`src/rtl/pattern_memory.sv`:
```
// pattern_memory: word store with a self-clearing pass
// and a zero-latency combinational read port.
module pattern_memory #(
  parameter int WORD_SIZE    = 8,
  parameter int ADDRESS_SIZE = 4,
  parameter int MEMORY_QTY   = 16
) (
  input  logic                    clock,
  input  logic                    reset_n,
  input  logic                    clear,
  input  logic                    w_en,
  input  logic [ADDRESS_SIZE-1:0] w_addr,
  input  logic [WORD_SIZE-1:0]    w_data,
  output logic                    w_ready,
  input  logic                    r_en,
  input  logic [ADDRESS_SIZE-1:0] r_addr,
  output logic                    r_ready,
  output logic [WORD_SIZE-1:0]    r_data,
  output logic                    addr_err
);

  typedef enum logic {
    CLEAR,
    READY
  } state_t;

  localparam logic [ADDRESS_SIZE:0] QTY =
    (ADDRESS_SIZE+1)'(MEMORY_QTY);
  localparam logic [ADDRESS_SIZE-1:0] LAST =
    ADDRESS_SIZE'(MEMORY_QTY - 1);

  state_t                  state;
  logic [ADDRESS_SIZE-1:0] clr_addr;
  logic                    ready;
  logic [WORD_SIZE-1:0]    mem [MEMORY_QTY];

  logic w_in;
  logic r_in;
  logic w_take;
  logic w_ok;
  logic w_bad;
  logic r_bad;

  // ready is high only in READY, so it also gates
  // every access; clear in READY beats a write
  assign w_in   = {1'b0, w_addr} < QTY;
  assign r_in   = {1'b0, r_addr} < QTY;
  assign w_take = w_en & ready & ~clear;
  assign w_ok   = w_take & w_in;
  assign w_bad  = w_take & ~w_in;
  assign r_bad  = r_en & ready & ~r_in;

  assign w_ready = ready;
  assign r_ready = ready;

  // out-of-range or not-ready reads return zero
  assign r_data = (r_en & ready & r_in) ?
                  mem[r_addr] : '0;

  // clear-pass sequencer, ready flag and sticky error
  always_ff @(posedge clock or negedge reset_n) begin
    if (!reset_n) begin
      state    <= CLEAR;
      clr_addr <= '0;
      ready    <= 1'b0;
      addr_err <= 1'b0;
    end else begin
      unique case (state)
        CLEAR: begin
          if (clr_addr == LAST) begin
            clr_addr <= '0;
            state    <= READY;
            ready    <= 1'b1;
          end else begin
            clr_addr <= clr_addr + 1'b1;
          end
        end
        READY: begin
          if (clear) begin
            state    <= CLEAR;
            clr_addr <= '0;
            ready    <= 1'b0;
            addr_err <= 1'b0;
          end else if (w_bad | r_bad) begin
            addr_err <= 1'b1;
          end
        end
      endcase
    end
  end

  // storage has no reset; the clear pass zeroes it
  always_ff @(posedge clock) begin
    if (state == CLEAR) begin
      mem[clr_addr] <= '0;
    end else if (w_ok) begin
      mem[w_addr] <= w_data;
    end
  end

endmodule

```
`config.mk`:
```
export PLATFORM = sky130hd
export DESIGN_NAME = pattern_memory
export DESIGN_NICKNAME = d
export VERILOG_FILES = /design/src/rtl/pattern_memory.sv
export SDC_FILE = /design/constraint.sdc
export NUM_CORES = 1
export LEC_CHECK = 0
export CAP_MARGIN = 30
export CORE_MARGIN = 5
export CORE_UTILIZATION = 48
export CTS_CLUSTER_DIAMETER = 80
export DETAILED_ROUTE_END_ITERATION = 10
export HOLD_SLACK_MARGIN = 0.05
export PLACE_DENSITY = 0.66
export SYNTH_ARGS = -nofsm -noshare
export SYNTH_HDL_FRONTEND = slang
export SYNTH_SLANG_ARGS = --single-unit
```
`constraint.sdc`:
```
create_clock -name clock -period 2.4 [get_ports clock]
set_input_delay 0.6 -clock clock [delete_from_list [all_inputs] [get_ports clock]]
set_output_delay 0.6 -clock clock [all_outputs]
set_load 0.02 [all_outputs]
```
=== Word level (Yosys, flattened, before mapping) ===
Memories as Yosys holds them, arrays and structs flattened.
Index checks and enable logic that the tools add are counted.

* Add/subtract/negate cells: 1
* Equal/unequal tests: 3
* Multiplexer cells: 17
* Bitwise logic cells: 5
* Reduce and logical (&&, ||, !) cells: 2

{| class="wikitable"
|+ Operator list
! operator !! count
|-
| two-way mux 8 bit || 2
|-
| two-way mux 4 bit || 3
|-
| two-way mux 1 bit || 9
|-
| case mux 4 bit (2 select lines) || 1
|-
| OR reduction 8 bit || 1
|-
| adder 4 x 1 -> 4 bit (second input constant) || 1
|-
| equality test 4 bit (second input constant) || 1
|-
| != test 2 bit (second input constant) || 2
|-
| case mux 1 bit (2 select lines) || 2
|-
| AND 1 bit || 3
|-
| NOT 1 bit || 2
|-
| AND reduction 2 bit || 1
|}

* Flip-flop bits (word level): 6
* Bits in writable memories: 128
* Output and inout bits: 11
* Logic and storage cells: 32
* Memories: 1

{| class="wikitable"
|+ Memory list
! name !! depth !! bits a word !! rd ports !! clocked after Yosys merged registers in !! wr ports !! RTL line !! text
|-
| mem || 16 || 8 || 1 || 0 || 1 || 35 || <nowiki>logic [WORD_SIZE-1:0] mem [MEMORY_QTY];</nowiki>
|}

=== Longest topological paths before layout ===
* Word-level depth: 7
* Depth in mapped cells: 6
* Mapped depth without buffers: 5

=== Worst setup path after synthesis ===
Ideal clock, no wire load.

* Path type: input-to-output
* Start: input port r_addr[2]
* End: output port r_data[7]
* Arrival: 1668 ps
* Required time: 1800 ps
* Slack: 132 ps
* Stages on the path: 6
* Path buffers: 2
* Path through: buf_2 > and2b_1 > buf_2 > a22oi_1 > nand2_1 > o21ai_1

* Word-level cells in the longest chain between the ends: 2

{| class="wikitable"
|+ RTL lines
! what !! RTL line !! text
|-
| start: declaration || 16 || <nowiki>input logic [ADDRESS_SIZE-1:0] r_addr,</nowiki>
|-
| memory (16 x 8 bit) || - ||
|-
| two-way mux 8 bit || 57 || <nowiki>assign r_data = (r_en & ready & r_in) ?</nowiki>
|-
| end: declaration || 18 || <nowiki>output logic [WORD_SIZE-1:0] r_data,</nowiki>
|}

Every way passes these cells.

=== Final worst setup path ===
* Start: input port r_addr[0]
* End: output port r_data[1]

Same word-level chain as after synthesis.

==> results.cfg <==
[synth]
ys_top_cells_by_count = edfxtp_1, mux2i_1, a22oi_1, nor2_1, nand2_1
synthArstFlopShare_pct = 4.478
yosysUniqueCellTypes = 35
netlist_area_um2 = 5534
synth_area_per_cell_um2 = 16.42
ys_ff_latch = 134
synth_edf_count = 128
synth_fp_nets = 359
synth_area_leaders = edfxtp_1, mux2i_1, a22oi_1, dfrtp_1, mux4_2
yosysTopAreaCell = edfxtp_1
yosysMostFrequentCell = edfxtp_1
synthCells = 337
synth_top_area_share_pct = 69.46
yosys_warnings = 0
yosysSeqAreaShare_pct = 72.17
synthFlopType = edfxtp_1

[power_and_ir_drop]
p_int_uw = 5132
p_sw_uw = 1961
p_clk_share_pct = 36.5
seq_power_share_pct = 44.9
vdd_drop_max_uv = 790.8
leakage_uw = 0.002667
powerDensity_nw_per_um2 = 995.3
combPwrFrac_pct = 18.6
sw_frac_of_total_pct = 27.65

[critical_path]
worstPathMaxFanout = 6
cpMaxStageDelayCell = mux4_2
cp.required_ns = 1.80
cpPeakStageDelay_ns = 0.50
cp-start-kind = input port
reg2reg_slack_ns = 0.35
crit_chain = buf_16, buf_12, mux4_2, o211ai_1, nand2_1, buf_6
critical_path_class = in -> out
worst_ep_arrival_time_ns = 1.78
cp-end-kind = primary output

[finish]
area_growth_pct = 28.78
fin_area_um2 = 7127
nets = 447
stdcell_count = 581
antenna_cells = 0
post_route_cells_drive_above_1_share_pct = 29.68

[timing]
fmax_mhz = 419.4
finalSetupViolations = 0
max_slew_margin_pct = 54.66
fin_crit_ns = 2.384
skew_ns = 0.007479
finalHoldViolCount = 0
fin_crit_sh_pct = 99.34
rsz0062_at_grt = yes
tightestPinTransition_ns = 0.6802
finalMaxSlewViolations = 0
hold_ws_ns = 0.4339

[floorplanning]
die_w_um = 117.4
io_pins = 32
rows = 39
core_um2 = 11370
fp.dieArea_um2 = 13780
dieHeight_um = 117.4
start_util_pct = 48.67

[run]
max-cap-violations = 0

[place]
hpwl_mm = 8.527
io_buffers = 30
routabilityCongestion = 0.8946
placed_area_um2 = 6289
dp_cells = 544

[clocking]
root_buffer = clkbuf_16
insertion_delay_ns = 0.41
ctsLongestPathBuffers = 2
cts.sinks = 134
cts_max_level = 4
cts_hold_buf = 0
clk_pin_slew_ns = 0.06
cts_tree = built
cts-buffers-inserted = 17

[grt]
grt_max_degree = 17
grt_pass1_vias = 3342
antenna_found_initial = 0
grt_overflow_total = 0
track_usage_pct = 18.49
grt_pass1_wl_mm = 19.25

[route]
wl_mm = 12.77
drt-initial-drc-count = 241
drtAntennaViolNets = 0
routedWlPerCell_um = 21.98
num_vias = 3303
firstDrtPassIters = 4
drcViolationCount = 0
post_drt_via_cell_ratio = 5.685

[outcome]
status = complete, no violations

[worst_hold_path]
min_path_type = in -> async
-- registers in the layout, summed over array words and instances (netlist names) --
signal,flops
mem,128
clr_addr,4
r_ready,1
state,1
-- power groups by stage --
stage	Clock, µW	Combinational, µW	Sequential [µW]
floorplan	0	706	3170
CTS	2600	1280	3180
detailed placement	0	1250	3220
global route	2710	1410	3220
global placement	0	1230	3200
finish	2590	1320	3180
-- final cells by class --
cell class / count / area, µm²
timing repair buffer: 85 / 812.0
clock buffer: 17 / 425.4
multi-input combinational: 179 / 1519
clock inverter: 15 / 167.7
fill: 788 / 4243
tap: 143 / 178.9
inverter: 8 / 30.03
sequential: 134 / 3994
-- path summary, 6_finish.rpt --
kind / start / endpoint / cells after the start
worst min-delay path: reset_n / r_ready / 1
worst max register to register: r_ready / mem[6][0] / 7
max in group asynchronous: reset_n / state / 1
worst max-delay path: r_addr[0] / r_data[1] / 6
min in group clock: clr_addr[2] / clr_addr[2] / 1
worst min register to register: clr_addr[2] / clr_addr[2] / 1
-- critical path: cells and delay by family --
family | cells | cell delay (ns)
buffers and inverters | 3 | 0.37
AO/OA/AOI/OAI | 1 | 0.20
multiplexers | 1 | 0.50
AND/OR/NAND/NOR | 1 | 0.10
-- logic make-up (layout without fill, tap and decap cells) --
family / count (synthesis) / in the layout / synth area share [%]
other: 1 / 1 / 0.06776
adder cells (fa/ha/maj): 1 / 1 / 0.2261
buffers and inverters: 25 / 125 / 3.120
AND/OR/NAND/NOR: 66 / 67 / 5.788
multiplexers: 57 / 57 / 12.03
flip-flops: 134 / 134 / 72.17
AO/OA/AOI/OAI: 53 / 53 / 6.602
-- per-layer routing --
layer	track usage, %	routed length (µm)	vias up
met3	4.716	854	26
met1	24.00	5078	1654
met5	0	0	-
met4	7.687	422	0
li1	-	-	1502
met2	29.67	6415	121
-- metrics by stage --
stage / TNS (ns) / utilization (%) / setup slack (ns) / power (µW)
after floorplan: 0 / - / 0.1318 / 3878
final: 0 / 62.68 / 0.01577 / 7094
after global routing: -0.1019 / 62.68 / -0.03493 / 7340
after global placement: -7.335 / 55.31 / -0.9066 / 4425
after detailed placement: -8.304 / 55.31 / -0.9335 / 4463
after CTS: -0.04912 / 61.81 / -0.02312 / 7065
-- cell usage in the layout (no fill, tap or decap), drive strengths merged, types with 5 or more instances in the layout --
| master | count |
|---|---|
| dfrtp | 6 |
| clkbuf | 18 |
| edfxtp | 128 |
| and2 | 9 |
| clkinv | 6 |
| nor2 | 21 |
| buf | 65 |
| a22oi | 23 |
| nand2b | 5 |
| nand3 | 9 |
| inv | 14 |
| mux4 | 7 |
| mux2i | 50 |
| nand2 | 14 |
| o21ai | 11 |
| clkdlybuf4s50 | 18 |
-- repair_timing --
action	in CTS	in global routing
pin swaps	7	5
buffers inserted	0	2
gates resized for setup	82	17
gates cloned	2	1
setup endpoints to repair	8	8
Note: power is estimated with default switching activity, not from simulation.
